==> src/rtl/dram_arbiter.sv <==
// dram_arbiter: shares the single data RAM between the core memory stage and
// the debug/loader master. The core has priority. A starvation counter bounds
// how long debug can be held off. A lock mode gives debug exclusive bursts.
// Read data has one cycle of latency and is routed back to the master that
// issued the read.
module dram_arbiter #(
    parameter int unsigned STARVE_LIMIT = 4
) (
    input  logic        clk,
    input  logic        rst,

    input  logic        core_req,
    input  logic        core_we,
    input  logic [2:0]  core_op,
    input  logic [31:0] core_addr,
    input  logic [31:0] core_wdata,
    output logic        core_stall,
    output logic        core_rvalid,
    output logic [31:0] core_rdata,

    input  logic        dbg_req,
    input  logic        dbg_we,
    input  logic [2:0]  dbg_op,
    input  logic [31:0] dbg_addr,
    input  logic [31:0] dbg_wdata,
    input  logic        dbg_lock,
    output logic        dbg_gnt,
    output logic        dbg_rvalid,
    output logic [31:0] dbg_rdata,

    output logic        ram_wen_n,
    output logic [2:0]  ram_op,
    output logic [31:0] ram_addr,
    output logic [31:0] ram_din,
    input  logic [31:0] ram_dout
);

    localparam logic [3:0] LIMIT = 4'(STARVE_LIMIT);

    typedef enum logic {ARB, LOCK} mode_t;
    typedef enum logic {OWN_CORE, OWN_DBG} owner_t;

    mode_t      mode_q;
    logic [3:0] starve_cnt;
    logic       rd_pend_q;
    owner_t     rd_owner_q;

    logic       core_gnt;
    logic       dbg_win;

    // Grant decision from registered mode/counter and the current requests.
    // Reset forces no grant so the RAM sees no write while rst is high.
    always_comb begin
        dbg_win  = 1'b0;
        core_gnt = 1'b0;
        if (!rst) begin
            if (mode_q == LOCK) begin
                dbg_win = dbg_req;
            end else begin
                dbg_win  = dbg_req && ((starve_cnt >= LIMIT) || !core_req);
                core_gnt = core_req && !dbg_win;
            end
        end
    end

    assign dbg_gnt    = dbg_win;
    assign core_stall = core_req & ~core_gnt & ~rst;

    // RAM port mux. With no grant, the core fields are presented as a read
    // that nobody waits for.
    always_comb begin
        ram_wen_n = 1'b1;
        ram_op    = core_op;
        ram_addr  = core_addr;
        ram_din   = core_wdata;
        if (dbg_win) begin
            ram_wen_n = ~dbg_we;
            ram_op    = dbg_op;
            ram_addr  = dbg_addr;
            ram_din   = dbg_wdata;
        end else if (core_gnt) begin
            ram_wen_n = ~core_we;
        end
    end

    // Return path: both masters see the RAM data, and rvalid selects the owner.
    assign core_rvalid = rd_pend_q & (rd_owner_q == OWN_CORE);
    assign dbg_rvalid  = rd_pend_q & (rd_owner_q == OWN_DBG);
    assign core_rdata  = ram_dout;
    assign dbg_rdata   = ram_dout;

    // Mode FSM, starvation counter and read-owner tracking.
    always_ff @(posedge clk or posedge rst) begin
        if (rst) begin
            mode_q     <= ARB;
            starve_cnt <= '0;
            rd_pend_q  <= 1'b0;
            rd_owner_q <= OWN_CORE;
        end else begin
            case (mode_q)
                ARB:     if (dbg_win && dbg_lock) mode_q <= LOCK;
                LOCK:    if (!dbg_lock) mode_q <= ARB;
                default: mode_q <= ARB;
            endcase

            if (dbg_win || !dbg_req)
                starve_cnt <= '0;
            else if (core_gnt && (starve_cnt != 4'hF))
                starve_cnt <= starve_cnt + 4'd1;

            rd_pend_q  <= (dbg_win && !dbg_we) || (core_gnt && !core_we);
            rd_owner_q <= dbg_win ? OWN_DBG : OWN_CORE;
        end
    end

endmodule

==> config.mk <==
export PLATFORM = sky130hd
export DESIGN_NAME = dram_arbiter
export DESIGN_NICKNAME = d
export VERILOG_FILES = /design/src/rtl/dram_arbiter.sv
export SDC_FILE = /design/constraint.sdc
export NUM_CORES = 1
export LEC_CHECK = 0
export ABC_CLOCK_PERIOD_IN_PS = 3000
export CAP_MARGIN = 20
export CELL_PAD_IN_SITES_DETAIL_PLACEMENT = 0
export CELL_PAD_IN_SITES_GLOBAL_PLACEMENT = 2
export CORE_UTILIZATION = 10
export DETAILED_ROUTE_END_ITERATION = 7
export MAX_ROUTING_LAYER = met4
export PLACE_DENSITY_LB_ADDON = 0.1
export SLEW_MARGIN = 20
export SYNTH_ARGS = -nofsm -noshare
export SYNTH_HDL_FRONTEND = slang
export SYNTH_SLANG_ARGS = --single-unit
export TNS_END_PERCENT = 1
==> constraint.sdc <==
create_clock -name clk -period 3 [get_ports clk]
set_input_delay 0.3 -clock clk [delete_from_list [all_inputs] [get_ports clk]]
set_output_delay 0.3 -clock clk [all_outputs]
set_load 0.01 [all_outputs]
==> reports/qor.txt, run 1 <==
Placement Cell Area: 3590 sq um
Sequential fraction of the synthesis area: 0.105
Die outline height: 131 um
Area occupied by multi-input gates: 971 sq um
Routed WL: 8090 um
R2R setup slack: 1410 ps
Count leader, synth: mux2_2
# IOs: 309
Setup TNS: 0 ps
Maximum clock frequency: 0.357 GHz
Post-Syn Area: 1670 sq um
Total global routing overflow: 0
CTS root buf: clkbuf_16
Layout net count: 498
Post-CTS setup buffer count: 0
Port bufs: 212
Min Tclk post-route: 2800 ps
EDFF count, synth: 0
# diodes: 0
Total Die Area: 17,200 sq um
Hold Fails Final Rpt: 0
Synth async-reset ratio: 1.00
Avg WL per Cell: 15.0 um
DRC errors left: 0
Die X: 131 um
Post-CTS sizing: 0
Final Cycle Share: 0.933
Dpl hpwl: 7010 um
Slew HR: 0.648
Top cell type's share of synthesized area: 0.452
CTS tree: done
Actual slew at the worst max-slew pin: 522 ps
Synth cell types: 25
CTS Buf Count: 3
Max-cap violations: 0
Synthesis Warnings: 0
Share of layout cells above drive strength 1: 0.235
Yosys top cell by area: mux2_2
Fin area: 3670 sq um
Post-CTS Hold Fix Bufs: 0
Setup CP Type: in -> out
Crit end category: output port
Worst-skew pair later-pin latency: 230 ps
Sequential Area: 175 sq um
Hold Path Class: in -> async
Post-Syn Area per Cell: 9.48 sq um
DR iter-0 viols: 39
Worst IR Drop VDD: 112 uV
Synth-to-layout area growth: 120%
Max Slew Vio Count: 0
Pwr/cell area: 223 nW/um^2
Final WS setup: 201 ps
Gr usage total: 0.0915
Worst slack, placed: 189 ps
RSZ-0062 raised after global routing: no
Dominant synthesized flop cell: dfrtp_1
Fillers: 1,774
Commonest cells in the netlist: 67 x mux2_2, 64 x buf_4, 8 x buf_2
Top post-synthesis cells by area: mux2_2 45%, buf_4 29%, dfrtp_1 10%, buf_2 2.4%, nor3b_1 1.3%
WP data arrival: 2500 ps
Initial Util: 0.104
Row count: 46
Via/cell ratio: 3.42
Synth Register Bits: 7
Worst-path clk slew: 40 ps
Antenna violations before repair: 0
Status: complete, no violations
Mapped Nets: 350
Worst Setup Start Kind: input pin
Via count: 1,844
RePlAce Congestion: 0.725
Synth Instances: 176
Largest net degree at the start of global routing: 42
Clk sinks: 7
Vias in the first global route: 2,065
Post-DRT Antenna Nets: 0
Layout Skew: 0.392 ps
Pre-antenna DRT Iters: 3
Core Area: 16,100 sq um
First-pass GRT wire length: 11,700 um
CP required: 2700 ps
CTS max path bufs: 2
Worst-path fanout max: 41
CTS H-tree lvls: 1
Setup-failing EPs final: 0
Leakage: 1.33 nW
[final cells by class]
class / instances / area share
clock buffers: 4 / 0.0215
inverters: 2 / 0.00204
multi-input cells: 95 / 0.264
flip-flops and latches: 7 / 0.0477
well taps: 216 / 0.0736
repair buffers: 215 / 0.591
[metrics by stage]
stage	hold WS [ps]	instances	utilization	total power, mW
floorplan	111	176	-	0.336
global placement	564	535	0.223	0.597
detailed placement	575	535	0.223	0.593
CTS	536	539	0.228	0.830
global route	566	539	0.228	0.856
finish	501	539	0.228	0.817
[per-layer routing]
layer | vias to the layer above | global-route usage | share of wire
li1 | 853 | - | -
met1 | 834 | 0.0885 | 0.35
met2 | 144 | 0.181 | 0.55
met3 | 13 | 0.0255 | 0.090
met4 | 0 | 0.0137 | 0.0075
met5 | - | - | 0
[cell usage in the layout, fill, tap and decap left out, drive strengths merged, types with 2 or more instances in the layout]
cell           Yosys  layout
clkdlybuf4s50      0     212
mux2              67      67
dfrtp              7       7
clkbuf             0       4
a21oi              3       3
nor3b              3       3
buf               72       3
o21ai              2       2
nand4b             2       2
o21a               2       2
o31ai              2       2
inv                2       2
[report_power, final]
group | total, mW | switching, mW | internal [mW]
Combinational | 0.485 | 0.140 | 0.345
Clock | 0.232 | 0.0544 | 0.177
Sequential | 0.101 | 0.00282 | 0.0981
Total | 0.817 | 0.197 | 0.620
[path summary, 6_finish.rpt]
kind	to	cells past startpoint	startpoint
min in group clk	starve_cnt[1]	2	starve_cnt[1]
worst max-delay path	ram_din[22]	6	core_req
worst max register to register	starve_cnt[0]	3	mode_q
worst min register to register	starve_cnt[1]	2	starve_cnt[1]
worst min-delay path	starve_cnt[3]	2	rst
max in group asynchronous	rd_owner_q	2	rst
[registers in the layout, indices dropped and copies added, names as in the netlist]
| name | flops |
|---|---|
| rd_owner_q | 1 |
| rd_pend_q | 1 |
| starve_cnt | 4 |
| mode_q | 1 |
[logic make-up after synthesis]
logic type / count (synthesis) / share of synthesized area
DFF: 7 / 0.105
buffers and inverters: 74 / 0.316
adders and majority gates: 1 / 0.00750
muxes: 67 / 0.452
and+or+nand+nor: 14 / 0.0667
AOI/OAI and AO/OA: 13 / 0.0525
[critical path, cell delays in order]
cell and delay [ps]:
clkdlybuf4s50_1 450, nor4b_2 190, nor3b_2 360, buf_12 280
mux2_2 370, clkdlybuf4s50_1 510
Note: power is estimated with default switching activity, not from simulation.
==> run 2, diff against run 1 <==
ABC_CLOCK_PERIOD_IN_PS = 2500   (was 3000)
clock period = 2.5 ns   (was 3 ns; I/O delays follow)
==> reports/qor.txt, run 2 (synthesized netlist as in run 1, its figures left out) <==
Status: complete, no violations
Dpl hpwl: 7150 um (+2.1%)
Overall Power: 0.953 mW (+17%)
First-pass GRT wire length: 12,000 um (+2.8%)
Port bufs: 212 (unchanged)
Gr usage total: 0.0941 (+0.00259)
Share of layout cells above drive strength 1: 0.263 (+0.0274)
Min Tclk post-route: 2390 ps
CP delay by family, top: buffers and inverters
Placed cells: 545 (+1.9%)
M1 GR Usage: 0.0937 (+0.00526)
CP bufs+invs: 3 (unchanged)
Initial Util: 0.104 (unchanged)
DRC errors left: 0 (unchanged)
Worst Hold End: core_rdata[6]
CTS max path bufs: 2 (unchanged)
Worst-skew pair later-pin latency: 230 ps (about the same)
Worst-path clk slew: 40 ps (about the same)
Final Cycle Share: 0.958
Actual slew at the worst max-slew pin: 510 ps (-12.0 ps)
WHS: 500 ps (-0.906 ps)
Via count: 1,905 (+3.3%)
Slowest CP cell: clkdlybuf4s50_1
Max-cap violations: 0 (unchanged)
Vias in the first global route: 2,069 (+0.19%)
Avg WL per Cell: 15.1 um (+0.56%)
Die outline height: 131 um (unchanged)
Core Area: 16,100 sq um (unchanged)
Finished Layout Cells: 553 (+2.6%)
Largest Register: starve_cnt
Worst r2r src: starve_cnt[3]
R2R depth: 7 (+4)
Worst Setup Start Kind: register
Most frequent cells in the layout: 157 x clkdlybuf4s50_1, 67 x mux2_2, 43 x dlygate4sd2_1
Die X: 131 um (unchanged)
Gr busiest metal: met2
Routed WL: 8350 um (+3.2%)
Pwr/cell area: 251 nW/um^2 (+13%)
Layout Skew: 0.951 ps (+0.559 ps)
CTS H-tree lvls: 1 (unchanged)
Worst IR Drop VDD: 139 uV (+24%)
WP data arrival: 2140 ps (-360 ps)
Layout net count: 510 (+2.4%)
Max reg flops: 4 (unchanged)
Crit path cell chain: nor4b_4 > nor3b_2 > buf_6 > buf_16 > mux2_2 > clkdlybuf4s50_1
Synth-to-layout area growth: 127%
# IOs: 309 (unchanged)
CTS tree: done
Hold Fails Final Rpt: 0 (unchanged)
Total global routing overflow: 0 (unchanged)
Setup CP Type: reg -> out
R2R setup slack: 810 ps (-600 ps)
Hold path startpoint: ram_dout[6]
CTS Buf Count: 3 (unchanged)
Total Die Area: 17,200 sq um (unchanged)
Pre-antenna DRT Iters: 4 (+1)
Leakage: 1.57 nW (+18%)
R2R Path End: rd_pend_q
Post-CTS Hold Fix Bufs: 0 (unchanged)
Met2 usage: 0.179 (-0.00236)
Antenna violations before repair: 2 (+2)
Met3 usage: 0.0262 (+0.000772)
Max Slew Vio Count: 0 (unchanged)
CP max stage delay: 480 ps (-30 ps)
Post-DRT Antenna Nets: 0 (unchanged)
Setup-failing EPs final: 0 (unchanged)
Hold Path Class: in -> out
Slew HR: 0.657 (+0.00810)
RSZ-0062 raised after global routing: no
CTS root buf: clkbuf_16
Crit end category: output port
Maximum clock frequency: 0.418 GHz
DR iter-0 viols: 26 (-33%)
Worst-path fanout max: 23 (-44%)
Clk sinks: 7 (unchanged)
Hold path depth: 0
Via/cell ratio: 3.44 (+0.69%)
Row count: 46 (unchanged)
Largest net degree at the start of global routing: 25 (-40%)
RePlAce Congestion: 0.739 (+2.0%)
Most common cell after layout, fill and taps aside: clkdlybuf4s50_1
CP required: 2250 ps (-450 ps)
## run 2: cell types whose count changed in the layout (fill, tap and decap cells not counted)
cell / before / now
clkdlybuf4s50_1: 212 / 157
dlygate4sd2_1: 0 / 43
dlymetal6s2s_1: 0 / 12
buf_4: 1 / 10
diode_2: 0 / 2
buf_12: 2 / 3
buf_16: 0 / 1
buf_6: 0 / 1
nor4b_2: 1 / 0
nor4b_4: 0 / 1
## run 2: worst max-delay path by stage
stage                               to  slack, ps           from  depth (start not counted)
after floorplan           ram_addr[16]        850  starve_cnt[3]                          5
after CTS                 ram_addr[21]       -110       core_req                          8
after detailed placement   ram_din[28]       -160       core_req                          6
final                      ram_addr[6]        110         mode_q                          6
after global routing       ram_din[30]         10         mode_q                          6
after global placement     ram_din[28]       -200       core_req                          6
## run 2: per-layer routing
layer  vias up  wire length, um
li1        882                -
met1       862             2940
met2       145             4490
met3        16              785
met4         0              140
met5         -                0
## run 2: layout make-up
| cell class | count | area [sq um] |
|---|---|---|
| clock buffer | 4 | 78.8 |
| tap | 216 | 270 |
| sequential | 7 | 175 |
| fill | 1781 | 12300 |
| inverter | 2 | 7.51 |
| timing repair buffer | 227 | 2270 |
| multi-input combinational | 95 | 980 |
| antenna | 2 | 5.00 |
## run 2: timing repair
| item | in CTS | in global routing |
|---|---|---|
| resized for setup | 46 | 12 |
| cloned | 1 | 0 |
| pin swaps | 1 | 0 |
| endpoints found under the setup margin | 67 | 31 |
| buffers inserted | 1 | 0 |
## run 2: report_power, final
| part | leakage (nW) | total, mW | switching, mW | internal, mW |
|---|---|---|---|---|
| Sequential | 0.0956 | 0.121 | 0.00346 | 0.118 |
| Combinational | 1.44 | 0.558 | 0.169 | 0.389 |
| Clock | 0.0382 | 0.273 | 0.0611 | 0.212 |
## run 2: per-stage QoR
step	setup TNS (ps)	setup WS, ps	cell area [sq um]	utilization
6_report	0	105	3790	0.235
5_1_grt	0	10.9	3790	0.235
4_1_cts	-865	-111	3750	0.233
3_5_place_dp	-6840	-162	3680	0.228
3_3_place_gp	-9240	-204	3680	0.228
2_1_floorplan	0	846	1670	-
